[src/rtl/ps2_rx_pkg.sv]
// Shared constants for the PS/2 receiver: FSM encoding, frame size, parameter defaults, parity helper.
// Optional feature macro used by this block: PS2_PARITY_CHECK_EN.
package ps2_rx_pkg;

    localparam logic [1:0] ST_IDLE   = 2'd0;
    localparam logic [1:0] ST_DATA   = 2'd1;
    localparam logic [1:0] ST_PARITY = 2'd2;
    localparam logic [1:0] ST_STOP   = 2'd3;

    localparam int FRAME_BITS          = 8;
    localparam int DEF_FILTER_LEN      = 8;
    localparam int DEF_TIMEOUT_CYCLES  = 5000;

    // True when the eight data bits plus the parity bit hold an odd number of ones.
    function automatic logic odd_parity_ok(input logic [7:0] data, input logic par);
        return ^{data, par};
    endfunction

endpackage

[src/rtl/ps2_rx_sync_filter.sv]
// PS/2 pin conditioning: 2-FF synchronisers on both pins, glitch filter on the clock,
// and a one-cycle strobe on each filtered clock falling edge.
module ps2_sync_filter
    import ps2_rx_pkg::*;
#(
    parameter int FILTER_LEN = DEF_FILTER_LEN
) (
    input  logic clk,
    input  logic reset,
    input  logic ps2_clk,
    input  logic ps2_data,
    output logic fall_evt,
    output logic data_s
);

    localparam int CW = (FILTER_LEN > 2) ? $clog2(FILTER_LEN) : 1;

    logic [1:0]    clk_sync_q, clk_sync_d;
    logic [1:0]    data_sync_q, data_sync_d;
    logic          filt_q, filt_d;
    logic          filt_prev_q, filt_prev_d;
    logic [CW-1:0] cnt_q, cnt_d;

    // Next-state: shift synchronisers, count consecutive samples that disagree with the filtered level.
    always_comb begin
        clk_sync_d  = {clk_sync_q[0], ps2_clk};
        data_sync_d = {data_sync_q[0], ps2_data};
        filt_prev_d = filt_q;
        if (clk_sync_q[1] != filt_q) begin
            if (cnt_q == CW'(FILTER_LEN - 1)) begin
                filt_d = clk_sync_q[1];
                cnt_d  = {CW{1'b0}};
            end else begin
                filt_d = filt_q;
                cnt_d  = cnt_q + CW'(1);
            end
        end else begin
            filt_d = filt_q;
            cnt_d  = {CW{1'b0}};
        end
    end

    // State registers; idle bus level is high on both pins.
    always_ff @(posedge clk) begin
        if (reset) begin
            clk_sync_q  <= 2'b11;
            data_sync_q <= 2'b11;
            filt_q      <= 1'b1;
            filt_prev_q <= 1'b1;
            cnt_q       <= {CW{1'b0}};
        end else begin
            clk_sync_q  <= clk_sync_d;
            data_sync_q <= data_sync_d;
            filt_q      <= filt_d;
            filt_prev_q <= filt_prev_d;
            cnt_q       <= cnt_d;
        end
    end

    assign fall_evt = filt_prev_q & ~filt_q;
    assign data_s   = data_sync_q[1];

endmodule

[src/rtl/ps2_rx.sv]
// PS/2 device-to-host receiver: frame FSM, shift register, parity/stop check, timeout, output pulses.
// Define PS2_PARITY_CHECK_EN to reject frames with bad odd parity.
module ps2_rx
    import ps2_rx_pkg::*;
#(
    parameter int FILTER_LEN     = DEF_FILTER_LEN,
    parameter int TIMEOUT_CYCLES = DEF_TIMEOUT_CYCLES
) (
    input  logic       clk,
    input  logic       reset,
    input  logic       ps2_clk,
    input  logic       ps2_data,
    output logic [7:0] scan_code,
    output logic       scan_ready,
    output logic       frame_err
);

    localparam int              TW     = $clog2(TIMEOUT_CYCLES);
    localparam logic [TW-1:0]   TO_MAX = TW'(TIMEOUT_CYCLES - 1);

    logic fall_evt_s;
    logic data_s;
    logic frame_ok_s;

    logic [1:0]    state_q, state_d;
    logic [2:0]    bitcnt_q, bitcnt_d;
    logic [7:0]    shreg_q, shreg_d;
    logic [TW-1:0] to_cnt_q, to_cnt_d;
    logic [7:0]    scan_code_q, scan_code_d;
    logic          scan_ready_q, scan_ready_d;
    logic          frame_err_q, frame_err_d;
`ifdef PS2_PARITY_CHECK_EN
    logic          par_q, par_d;
`endif

    ps2_sync_filter #(
        .FILTER_LEN (FILTER_LEN)
    ) u_sync_filter (
        .clk      (clk),
        .reset    (reset),
        .ps2_clk  (ps2_clk),
        .ps2_data (ps2_data),
        .fall_evt (fall_evt_s),
        .data_s   (data_s)
    );

`ifdef PS2_PARITY_CHECK_EN
    assign frame_ok_s = data_s & odd_parity_ok(shreg_q, par_q);
`else
    assign frame_ok_s = data_s;
`endif

    // Frame FSM and timeout; a falling edge always beats an expiring timeout in the same cycle.
    always_comb begin
        state_d      = state_q;
        bitcnt_d     = bitcnt_q;
        shreg_d      = shreg_q;
        scan_code_d  = scan_code_q;
        scan_ready_d = 1'b0;
        frame_err_d  = 1'b0;
`ifdef PS2_PARITY_CHECK_EN
        par_d        = par_q;
`endif
        case (state_q)
            ST_IDLE: begin
                if (fall_evt_s && !data_s) begin
                    state_d  = ST_DATA;
                    bitcnt_d = 3'd0;
                end else begin
                    state_d  = ST_IDLE;
                end
            end
            ST_DATA: begin
                if (fall_evt_s) begin
                    shreg_d = {data_s, shreg_q[7:1]};
                    if (bitcnt_q == 3'(FRAME_BITS - 1)) begin
                        state_d  = ST_PARITY;
                        bitcnt_d = 3'd0;
                    end else begin
                        bitcnt_d = bitcnt_q + 3'd1;
                    end
                end else begin
                    state_d = ST_DATA;
                end
            end
            ST_PARITY: begin
                if (fall_evt_s) begin
`ifdef PS2_PARITY_CHECK_EN
                    par_d   = data_s;
`endif
                    state_d = ST_STOP;
                end else begin
                    state_d = ST_PARITY;
                end
            end
            ST_STOP: begin
                if (fall_evt_s) begin
                    state_d = ST_IDLE;
                    if (frame_ok_s) begin
                        scan_code_d  = shreg_q;
                        scan_ready_d = 1'b1;
                    end else begin
                        frame_err_d  = 1'b1;
                    end
                end else begin
                    state_d = ST_STOP;
                end
            end
            default: begin
                state_d  = ST_IDLE;
                bitcnt_d = 3'd0;
            end
        endcase

        if (state_q == ST_IDLE || fall_evt_s) begin
            to_cnt_d = {TW{1'b0}};
        end else if (to_cnt_q == TO_MAX) begin
            to_cnt_d    = {TW{1'b0}};
            state_d     = ST_IDLE;
            bitcnt_d    = 3'd0;
            frame_err_d = 1'b1;
        end else begin
            to_cnt_d = to_cnt_q + TW'(1);
        end
    end

    // State and output registers.
    always_ff @(posedge clk) begin
        if (reset) begin
            state_q      <= ST_IDLE;
            bitcnt_q     <= 3'd0;
            shreg_q      <= 8'h00;
            to_cnt_q     <= {TW{1'b0}};
            scan_code_q  <= 8'h00;
            scan_ready_q <= 1'b0;
            frame_err_q  <= 1'b0;
`ifdef PS2_PARITY_CHECK_EN
            par_q        <= 1'b0;
`endif
        end else begin
            state_q      <= state_d;
            bitcnt_q     <= bitcnt_d;
            shreg_q      <= shreg_d;
            to_cnt_q     <= to_cnt_d;
            scan_code_q  <= scan_code_d;
            scan_ready_q <= scan_ready_d;
            frame_err_q  <= frame_err_d;
`ifdef PS2_PARITY_CHECK_EN
            par_q        <= par_d;
`endif
        end
    end

    assign scan_code  = scan_code_q;
    assign scan_ready = scan_ready_q;
    assign frame_err  = frame_err_q;

endmodule

[config.mk]
export PLATFORM = sky130hd
export DESIGN_NAME = ps2_rx
export DESIGN_NICKNAME = d
export VERILOG_FILES = /design/src/rtl/ps2_rx_pkg.sv /design/src/rtl/ps2_rx_sync_filter.sv /design/src/rtl/ps2_rx.sv
export SDC_FILE = /design/constraint.sdc
export NUM_CORES = 1
export LEC_CHECK = 0
export ABC_CLOCK_PERIOD_IN_PS = 1500
export BUFFER_PORTS_ARGS = -buffer_cell sky130_fd_sc_hd__buf_2
export CAP_MARGIN = 20
export CORE_ASPECT_RATIO = 1.2
export CORE_MARGIN = 3
export CORE_UTILIZATION = 40
export CTS_BUF_LIST = sky130_fd_sc_hd__clkbuf_2
export CTS_CLUSTER_DIAMETER = 40
export DETAILED_ROUTE_END_ITERATION = 7
export PLACE_DENSITY = 0.59
export SLEW_MARGIN = 20
export SYNTH_ARGS = -nofsm -noshare
export SYNTH_HDL_FRONTEND = slang
export SYNTH_SLANG_ARGS = --single-unit
[constraint.sdc]
create_clock -name clk -period 1.5 [get_ports clk]
set_input_delay 0.075 -clock clk [delete_from_list [all_inputs] [get_ports clk]]
set_output_delay 0.075 -clock clk [all_outputs]
set_load 0.01 [all_outputs]
==> run metrics <==
Reg-to-Reg Start=to_cnt_q[11]$_SDFF_PP0_; post-synthesis sequential area ratio=around half; Critical R2R Capture=bitcnt_q[0]$_SDFF_PP0_; synth warn=0; CTS tree=yes; # IOs=14; clk_lat worst skew=about 0.39 ns; CP max FO=5; ANT nets after route=0; htree depth=2; status=finished with violations; Reg power frac=between 60 and 70%; Sequential cell area=905 um^2; vias in the first global route=around 1400; CP Class=reg -> reg; sw frac=20.4%; Post-synth EDFFs=0; WP data arrival=1.84 ns; R2R depth=4; smallest setup slack after layout=-0.0494 ns; post-synthesis cell type count=35; Non-Filler Instances=278; post-CTS setup buffer count=0; Routed WL per cell=12.1 um; drt initial violations=between 40 and 50; Tcrit/Tclk final=103%; TritonRoute pass-1 iters=4; ys flop type=dfxtp_1; Hold Path Class=in -> reg; top post-synthesis cells by area=dfxtp_1, nor2_1, mux2i_1; layout cells sized above 1=23.7%; CTS max path bufs=2; worst-margin pin slew=roughly 0.48 ns; Pwr Total=1.87 mW; Comb power frac=1.5%; # DRC=0; Design Area, Final=roughly 0.0021 mm^2; full die area=~0.0053 mm^2; Root Buffer=clkbuf_2; placed cell areas=around 0.0020 mm^2; max-cap violation count=0; nets=233; GR Overflow Total=0; Fill cells=412; violated checks=setup timing; Clk pin slew, worst setup/hold paths=approximately 0.2 ns; final count of negative-setup-slack endpoints=19; Clock power frac=33.9%; CP required=~1.8 ns; Chip Height=about 79 um; Pint=1.49 mW; crit path time final=1.55 ns; commonest cells after routing, fill and taps aside=dfxtp_1, nor2_1, nand2_1, buf_4, buf_2; Final Skew=0.00412 ns; first-pass GRT wire length=6.08 mm; final wirelength=between 3 and 4 mm; port bufs=13; placed cells=approximately 270; dpl hpwl=2.49 mm; initial antenna violation count=0; Psw=between 0.3 and 0.4 mW; most common cell after layout, fill and taps aside=dfxtp_1; post-synth top area cell=dfxtp_1; Vias=1392; pwr/cell area=881 mW/mm^2; Cells after Synth=191; Synth Area per Inst=9.33 um^2; area of the multi-input gates=851 um^2; CP Capture Type=flop; sum of negative setup slack=-0.567 ns; Synth top area share=around 51%; DR vias/cell=5.01; worst hold start=reset; slew margin rel.=68.3%; core area=0.00413 mm^2; ant diodes=0; r2r setup slk=-0.05 ns; Hold Path End=scan_code[7]$_SDFFE_PP0P_; Mapped Area=approximately 0.0018 mm^2; Starting Density=43.2%; flops & latches, synth=45; CP Launch Type=flop; largest net degree at the start of global routing=30; max-slew violation count=0; Placer Congestion=between 0.7 and 0.8; Num CTS Buffers=5; CTS Sinks=45; Post-synth ARST share=0%; area delta synth->final=18.9%; Net Count, Synth=200; Place WS=-0.0182 ns; Final Hold Vio Count=0; hold depth=2; row cnt=25; maximum vdd drop=0.000496 V; Die W=66.9 um; RSZ-0062 raised after global routing=yes; Achievable Freq=645 MHz; P_leak=0.764 nW; GRT Total Usage=approximately 15%
## critical path, cell delays in order (launching register included)
cell      delay (ns)
dfxtp_2         0.36
or4b_4          0.55
nor4_4          0.25
a21o_2          0.23
a211oi_1        0.06
## layout make-up
type / count / share of cell area (%)
clock buffer: 5 / 1.18
clock inverter: 2 / 1.65
inverter: 5 / 0.885
multi-input combinational: 136 / 40.1
sequential: 45 / 42.7
tap: 54 / 3.19
timing repair buffer: 31 / 10.3
## Yosys cell counts (all sizes together) (3+ instances only)
cell type	number
a21oi	12
nor2	29
clkbuf	3
inv	5
xnor2	10
nand2	21
nand3	7
nor3	5
nor4	7
mux2i	9
ha	5
or2	5
buf	3
dfxtp	45
## cell families (layout without fill, tap and decap cells)
kind of cell | count (synthesis) | in the layout | synth area share, %
and+or+nand+nor | 89 | 90 | 25.4
DFF | 45 | 45 | 50.5
AOI/OAI and AO/OA | 20 | 20 | 6.74
xor gates and xnor gates | 12 | 12 | 5.89
buffers and inverters | 11 | 43 | 2.88
muxes | 9 | 9 | 5.05
adders and majority gates | 5 | 5 | 3.51
## state kept, by name (all words and copies together), names as in the netlist
name                       flops
shreg_q                        8
u_sync_filter.clk_sync_q       2
u_sync_filter.filt_prev_q      1
u_sync_filter.cnt_q            3
state_q                        2
to_cnt_q                      13
u_sync_filter.filt_prev_d      1
scan_ready                     1
frame_err                      1
bitcnt_q                       3
scan_code                      8
u_sync_filter.data_sync_q      2
## metal layers
layer | vias to the layer above | part of all wire [%] | routed length, um | global-route usage [%]
met5 | - | 0 | 0 | 0
met4 | 0 | 1.6 | 55 | 5.48
met3 | 6 | 3.7 | 125 | 3.82
met2 | 26 | 54 | 1820 | 28.0
met1 | 654 | 41 | 1370 | 15.0
li1 | 706 | - | - | -
## worst max-delay path by stage
stage / start / endpoint / slack, ns / cells past startpoint
final: to_cnt_q[11]$_SDFF_PP0_ / bitcnt_q[0]$_SDFF_PP0_ / -0.05 / 4
after global routing: to_cnt_q[11]$_SDFF_PP0_ / bitcnt_q[0]$_SDFF_PP0_ / -0.11 / 4
after CTS: to_cnt_q[11]$_SDFF_PP0_ / bitcnt_q[0]$_SDFF_PP0_ / -0.04 / 4
after detailed placement: to_cnt_q[11]$_SDFF_PP0_ / to_cnt_q[5]$_SDFF_PP0_ / -0.02 / 4
after global placement: to_cnt_q[11]$_SDFF_PP0_ / to_cnt_q[11]$_SDFF_PP0_ / 0.04 / 4
after floorplan: state_q[0]$_SDFF_PP0_ / bitcnt_q[0]$_SDFF_PP0_ / 0.006 / 5
## power by group through the flow
stage               clock network (mW)  logic (mW)  registers [mW]
finish                           0.632      0.0280            1.21
global route                     0.731      0.0318            1.21
CTS                              0.671      0.0287            1.21
detailed placement                   0      0.0242            1.23
global placement                     0      0.0228            1.23
floorplan                            0      0.0186            1.23
## through the flow
stage	hold slack (ns)	util, %
5_1_grt	0.0667	51.3
6_report	0.0978	51.3
3_3_place_gp	0.257	48.9
4_1_cts	0.0657	51.1
2_1_floorplan	0.179	-
3_5_place_dp	0.263	48.9
## what timing repair did
item	4_1_cts	5_1_grt
setup endpoints to repair	14	19
pin swaps	1	3
endpoints found under the hold margin	2	0
hold buffers	2	0
gates resized for setup	0	5
cloned	1	0
No activity file was read; power rests on OpenSTA's default activity.
